## config.mk

```make
export PLATFORM = sky130hd
export DESIGN_NAME = cmp_seq_flat
export DESIGN_NICKNAME = d
export VERILOG_FILES = /design/src/rtl/cmp_seq_pkg.sv /design/src/rtl/cmp_seq_if.sv /design/src/rtl/cmp_seq_slice.sv /design/src/rtl/cmp_seq.sv /design/src/flat_wrapper.sv
export SDC_FILE = /design/constraint.sdc
export NUM_CORES = 1
export LEC_CHECK = 0
export ABC_AREA = 1
export CAP_MARGIN = 25
export CORE_ASPECT_RATIO = 0.75
export CORE_UTILIZATION = 30
export DETAILED_ROUTE_END_ITERATION = 8
export HOLD_SLACK_MARGIN = 0.15
export PLACE_DENSITY = 0.61
export SYNTH_ARGS = -nofsm -noshare
export SYNTH_HDL_FRONTEND = slang
export SYNTH_HIERARCHICAL = 1
export SYNTH_SLANG_ARGS = --single-unit
```

## constraint.sdc

```tcl
create_clock -name clk -period 3.3 [get_ports clk]
set_clock_uncertainty 0.1 [all_clocks]
set_input_delay 0.99 -clock clk [delete_from_list [all_inputs] [get_ports clk]]
set_output_delay 0.99 -clock clk [all_outputs]
set_load 0.01 [all_outputs]
```

## src/rtl/cmp_seq_pkg.sv

```systemverilog
// Shared compare-result codes and state encodings used by the cmp_seq datapath block.
package cmp_seq_pkg;

  typedef logic [1:0] cmp_code_t;

  localparam cmp_code_t CMP_EQ = 2'b00;
  localparam cmp_code_t CMP_L  = 2'b01;
  localparam cmp_code_t CMP_G  = 2'b10;

  localparam logic [1:0] CMPS_IDLE = 2'd0;
  localparam logic [1:0] CMPS_SCAN = 2'd1;
  localparam logic [1:0] CMPS_DONE = 2'd2;

  function automatic cmp_code_t slice_result(input logic lt);
    return lt ? CMP_L : CMP_G;
  endfunction

endpackage

```

## src/rtl/cmp_seq_if.sv

```systemverilog
// Operand/result handshake bundle of the sequential comparator.
interface cmp_seq_if
  import cmp_seq_pkg::*;
#(
  parameter int CPU_WIDTH = 16
);
  logic                 in_valid;
  logic                 in_ready;
  logic [CPU_WIDTH-1:0] in_a;
  logic [CPU_WIDTH-1:0] in_b;
  logic                 in_signed;
  logic                 out_valid;
  logic                 out_ready;
  cmp_code_t            CMPout;
  logic                 busy;

  modport master (
    output in_valid, in_a, in_b, in_signed, out_ready,
    input  in_ready, out_valid, CMPout, busy
  );

  modport slave (
    input  in_valid, in_a, in_b, in_signed, out_ready,
    output in_ready, out_valid, CMPout, busy
  );
endinterface

```

## src/rtl/cmp_seq_slice.sv

```systemverilog
// One combinational slice compare; flipping the slice MSBs turns an unsigned
// compare into a two's-complement one for the sign-carrying top slice.
module cmp_slice #(
  parameter int W = 4
) (
  input  logic [W-1:0] a,
  input  logic [W-1:0] b,
  input  logic         flip_msb,
  output logic         lt,
  output logic         eq
);
  localparam logic [W-1:0] MSB_MASK = W'(1) << (W - 1);

  logic [W-1:0] a_f_s;
  logic [W-1:0] b_f_s;

  assign a_f_s = a ^ (flip_msb ? MSB_MASK : {W{1'b0}});
  assign b_f_s = b ^ (flip_msb ? MSB_MASK : {W{1'b0}});
  assign lt    = (a_f_s < b_f_s);
  assign eq    = (a_f_s == b_f_s);
endmodule

```

## src/rtl/cmp_seq.sv

```systemverilog
// Digit-serial magnitude comparator: scans MSB-first one slice per cycle and
// stops at the first differing slice, with valid/ready on both sides.
module cmp_seq
  import cmp_seq_pkg::*;
#(
  parameter int CPU_WIDTH = 16,
  parameter int SLICE_W   = 4
) (
  input logic   clk,
  input logic   rst_n,
  cmp_seq_if.slave bus
);
  localparam int NSLICE = CPU_WIDTH / SLICE_W;
  localparam int IDX_W  = (NSLICE > 1) ? $clog2(NSLICE) : 1;
  localparam logic [IDX_W-1:0] IDX_TOP = IDX_W'(NSLICE - 1);

  if ((SLICE_W < 1) || (SLICE_W > CPU_WIDTH) || ((CPU_WIDTH % SLICE_W) != 0)) begin : g_bad_param
    $error("cmp_seq: CPU_WIDTH must be a multiple of SLICE_W with 1 <= SLICE_W <= CPU_WIDTH");
  end

  logic [1:0]           state_q, state_d;
  logic [IDX_W-1:0]     idx_q, idx_d;
  logic [CPU_WIDTH-1:0] a_q, a_d;
  logic [CPU_WIDTH-1:0] b_q, b_d;
  logic                 signed_q, signed_d;
  cmp_code_t            cmp_q, cmp_d;
  logic                 out_valid_q, out_valid_d;
  logic                 busy_q, busy_d;
  logic                 ready_q, ready_d;

  logic [SLICE_W-1:0]   a_sl_s;
  logic [SLICE_W-1:0]   b_sl_s;
  logic                 flip_s;
  logic                 lt_s;
  logic                 eq_s;

  assign a_sl_s = a_q[int'(idx_q) * SLICE_W +: SLICE_W];
  assign b_sl_s = b_q[int'(idx_q) * SLICE_W +: SLICE_W];
  assign flip_s = signed_q && (idx_q == IDX_TOP);

  cmp_slice #(.W(SLICE_W)) u_slice (
    .a        (a_sl_s),
    .b        (b_sl_s),
    .flip_msb (flip_s),
    .lt       (lt_s),
    .eq       (eq_s)
  );

  // Next-state and output-register logic of the scan FSM.
  always_comb begin
    state_d     = state_q;
    idx_d       = idx_q;
    a_d         = a_q;
    b_d         = b_q;
    signed_d    = signed_q;
    cmp_d       = cmp_q;
    out_valid_d = out_valid_q;
    busy_d      = busy_q;
    ready_d     = ready_q;
    case (state_q)
      CMPS_IDLE: begin
        if (bus.in_valid && ready_q) begin
          a_d      = bus.in_a;
          b_d      = bus.in_b;
          signed_d = bus.in_signed;
          idx_d    = IDX_TOP;
          state_d  = CMPS_SCAN;
          busy_d   = 1'b1;
          ready_d  = 1'b0;
        end else begin
          state_d  = CMPS_IDLE;
        end
      end
      CMPS_SCAN: begin
        if (!eq_s) begin
          cmp_d       = slice_result(lt_s);
          state_d     = CMPS_DONE;
          out_valid_d = 1'b1;
        end else if (idx_q == {IDX_W{1'b0}}) begin
          cmp_d       = CMP_EQ;
          state_d     = CMPS_DONE;
          out_valid_d = 1'b1;
        end else begin
          idx_d       = idx_q - IDX_W'(1);
        end
      end
      CMPS_DONE: begin
        if (bus.out_ready) begin
          state_d     = CMPS_IDLE;
          out_valid_d = 1'b0;
          busy_d      = 1'b0;
          ready_d     = 1'b1;
        end else begin
          state_d     = CMPS_DONE;
        end
      end
      default: begin
        state_d     = CMPS_IDLE;
        out_valid_d = 1'b0;
        busy_d      = 1'b0;
        ready_d     = 1'b1;
      end
    endcase
  end

  // State registers; reset aborts any operation in flight.
  always_ff @(posedge clk or negedge rst_n) begin
    if (!rst_n) begin
      state_q     <= CMPS_IDLE;
      idx_q       <= IDX_TOP;
      a_q         <= {CPU_WIDTH{1'b0}};
      b_q         <= {CPU_WIDTH{1'b0}};
      signed_q    <= 1'b0;
      cmp_q       <= CMP_EQ;
      out_valid_q <= 1'b0;
      busy_q      <= 1'b0;
      ready_q     <= 1'b1;
    end else begin
      state_q     <= state_d;
      idx_q       <= idx_d;
      a_q         <= a_d;
      b_q         <= b_d;
      signed_q    <= signed_d;
      cmp_q       <= cmp_d;
      out_valid_q <= out_valid_d;
      busy_q      <= busy_d;
      ready_q     <= ready_d;
    end
  end

  // in_ready must read low for the whole time reset is held.
  assign bus.in_ready  = rst_n & ready_q;
  assign bus.out_valid = out_valid_q;
  assign bus.CMPout    = cmp_q;
  assign bus.busy      = busy_q;
endmodule

```

## src/flat_wrapper.sv

```systemverilog
// flat-port wrapper written by rule: the top's interface ports become plain ports
module cmp_seq_flat import cmp_seq_pkg::*;
#(
  parameter int CPU_WIDTH = 16,
  parameter int SLICE_W   = 4
)
  (clk, rst_n, bus_in_valid, bus_in_a, bus_in_b, bus_in_signed, bus_out_ready, bus_in_ready, bus_out_valid, bus_CMPout, bus_busy);
  cmp_seq_if #(.CPU_WIDTH(CPU_WIDTH)) bus_i ();
  input logic clk;
  input logic rst_n;
  input wire logic [$bits(bus_i.in_valid)-1:0] bus_in_valid;
  input wire logic [$bits(bus_i.in_a)-1:0] bus_in_a;
  input wire logic [$bits(bus_i.in_b)-1:0] bus_in_b;
  input wire logic [$bits(bus_i.in_signed)-1:0] bus_in_signed;
  input wire logic [$bits(bus_i.out_ready)-1:0] bus_out_ready;
  output wire logic [$bits(bus_i.in_ready)-1:0] bus_in_ready;
  output wire logic [$bits(bus_i.out_valid)-1:0] bus_out_valid;
  output wire logic [$bits(bus_i.CMPout)-1:0] bus_CMPout;
  output wire logic [$bits(bus_i.busy)-1:0] bus_busy;
  assign bus_i.in_valid = bus_in_valid;
  assign bus_i.in_a = bus_in_a;
  assign bus_i.in_b = bus_in_b;
  assign bus_i.in_signed = bus_in_signed;
  assign bus_i.out_ready = bus_out_ready;
  assign bus_in_ready = bus_i.in_ready;
  assign bus_out_valid = bus_i.out_valid;
  assign bus_CMPout = bus_i.CMPout;
  assign bus_busy = bus_i.busy;
  cmp_seq #(.CPU_WIDTH(CPU_WIDTH), .SLICE_W(SLICE_W)) u_core (.clk(clk), .rst_n(rst_n), .bus(bus_i));
endmodule
```

==> results_dict.tcl <==
set metrics [dict create \
    die_h_um 73.71 \
    synth_warnings 6 \
    period_minus_slack_ps 2786 \
    worst-path-stages 4 \
    yosys.area.top_type "dfrtp_1" \
    hpwl_um 3057 \
    place.gp.congestion 0.7379 \
    clk_latency_ps 290 \
    setup_slack_ps 513.9 \
    grt_use_total_pct 13.36 \
    drive_gt1_share_pct 5.806 \
    required_ps 2210 \
    io_pins 42 \
    worst_pin_slew_ps 529.5 \
    initial_core_util_pct 31.77 \
    drt_pass1_iterations 6 \
    chipWidth_um 97.62 \
    grt_max_degree 43 \
    setup_viol 0 \
    grt_pass1_wl_um 7590 \
    critPathMaxStageDelay_ps 520 \
    slew_headroom_pct 64.70 \
    status "complete, but fails checks" \
    hold_viol 0 \
    final_cell_mix "nand2_1, clkdlybuf4s50_1, dfrtp_1, nor2_1, o21ai_0" \
    cts_resized 0 \
    cts_setup_buffers 0 \
    drtAntennaViolNets 0 \
    clkTransAtPathRegs_ps 70 \
    leakage_nw 1.329 \
    arrival_ps 1700 \
    num_rows 25 \
    ys_seq_area_share_pct 51.28 \
    max_freq_mhz 358.9 \
    ys_types 19 \
    rr_worst_depth 12 \
    syn_inst 269 \
    h-tree-depth 2 \
    worst-setup-path-type "in -> out" \
    synth_area_um2 2057 \
    wirelength_um 4287 \
    grt_pass1_vias 1712 \
    peakVddDrop_mv 0.2435 \
    antenna_cells 0 \
    path_cells "buf_2 > nand2_1 > inv_1 > clkdlybuf4s50_1" \
    final_common_cell "nand2_1" \
    vias 1696 \
    crit_buf_inv 3 \
    power.density_nw_per_um2 941.2 \
    fp.coreArea_um2 6475 \
    die-area_um2 7195 \
    final_util_pct 39.94 \
    hold_slack_ps 375.1 \
    crit_fanout 2 \
    cts_made_buffers 5 \
    start_kind "primary input" \
    fin_tns_setup_ps 0 \
    avgSynthCellArea_um2 7.647 \
    via_per_inst 4.338 \
    synth_nets 312 \
    cpLargestDelayFamily "buffers and inverters" \
    nets 352 \
    antenna_found_initial 0 \
    synth-seq-cells 42 \
    overflow 0 \
    areaGrowthSynthToFinish_pct 25.73 \
    io_buffer_count 41 \
    maxCapViolCount 0 \
    cp-end-kind "output pin" \
    fillers 693 \
    drt_iter0_drc 63 \
    ctsHoldBuffers 0 \
    holdPathStages 2 \
    violations "design-rule violations" \
    wl_per_cell_um 10.96 \
    cp_slowest_cell "clkdlybuf4s50_1" \
    cts_tree "yes" \
    fin_crit_sh_pct 84.43 \
    synth.top_cell.area_share_pct 47.45 \
    slew_viol_final 0 \
    cts-root-buf "clkbuf_8" \
    rsz0062_at_grt "no" \
    yosys-top-cells-area "dfrtp_1, nand2_1, o21ai_0" \
    drc_errors 6 \
    preCtsSetupSlack_ps 505.8 \
    clk_path_buf_depth 2 \
    hp-class "reg -> reg" \
    cts.sinks 42 \
]
## synth_stat cells
library cell  instances
nand2_1             132
dfrtp_1              39
nor2_1               29
o21ai_0              25
inv_1                13
ha_1                  6
buf_2                 4
buf_4                 4
buf_6                 3
dfstp_2               3
inv_2                 2
nand3_1               2
a21oi_2               1
clkinv_1              1
nand2_2               1
nor2_2                1
nor3_1                1
xnor2_1               1
xor2_1                1
## per-layer routing
layer  vias to the layer above  part of all wire [%]  global-route usage [%]
met1                       766                    51                   17.78
met4                         0                  0.54                   3.030
li1                        898                     -                       -
met5                         -                     0                       0
met3                         4                   3.7                   4.091
met2                        28                    45                   21.51
## per-stage QoR
| step | power [W] | cell area [µm²] | std cells |
|---|---|---|---|
| after floorplan | 0.001844 | 2057 | 269 |
| after global placement | 0.002106 | 2502 | 383 |
| after detailed placement | 0.002135 | 2502 | 383 |
| after CTS | 0.002477 | 2586 | 391 |
| after global routing | 0.002720 | 2586 | 391 |
| final | 0.002434 | 2586 | 391 |
## worst reg2reg max path, delay by kind of cell, from the launching register on
kind,cells,cell delay [ps]
buffers and inverters,2,420
adders and majority gates,1,290
AOI/OAI and AO/OA,3,590
DFF,1,550
xor gates and xnor gates,1,100
and+or+nand+nor,5,620
## layout make-up
| class | count | area, µm² | area share (%) |
|---|---|---|---|
| clock buffers | 7 | 76.32 | 2.951 |
| clock inverters | 1 | 7.507 | 0.2903 |
| flip-flops and latches | 42 | 1055 | 40.78 |
| well taps | 81 | 101.3 | 3.919 |
| repair buffers | 44 | 427.9 | 16.55 |
| inverters | 16 | 60.06 | 2.322 |
| multi-input cells | 200 | 858.3 | 33.19 |
## path summary, 6_finish.rpt
kind,startpoint,to,slack [ps]
max,rst_n,bus_in_ready,510
min,u_core/ready_q,u_core/ready_q,380
max reg2reg,u_core/idx_q[1],u_core/bus.CMPout[0],570
min reg2reg,u_core/ready_q,u_core/ready_q,380
max in group asynchronous,rst_n,u_core/a_q[0],2050
min in group asynchronous,rst_n,u_core/bus.CMPout[0],680
## logic make-up after synthesis
family	synth area share, %
and+or+nand+nor	30.72
DFF	51.28
buffers and inverters	6.995
AOI/OAI and AO/OA	6.509
adders and majority gates	3.650
xor gates and xnor gates	0.8517
## registers in the layout (all words and copies together), names as in the netlist
| register | count |
|---|---|
| u_core/a_q | 16 |
| u_core/idx_q | 2 |
| u_core/bus.busy | 1 |
| u_core/bus.CMPout | 2 |
| u_core/signed_q | 1 |
| u_core/state_q | 2 |
| u_core/ready_q | 1 |
| u_core/b_q | 16 |
| u_core/bus.out_valid | 1 |
## where the power goes
part	internal [W]	switching, W	total, W
logic	0.000476	0.000693	0.00117
clock network	0.000150	0.000171	0.000321
registers	0.000779	0.000165	0.000944
Note: power is estimated with default switching activity, not from simulation.
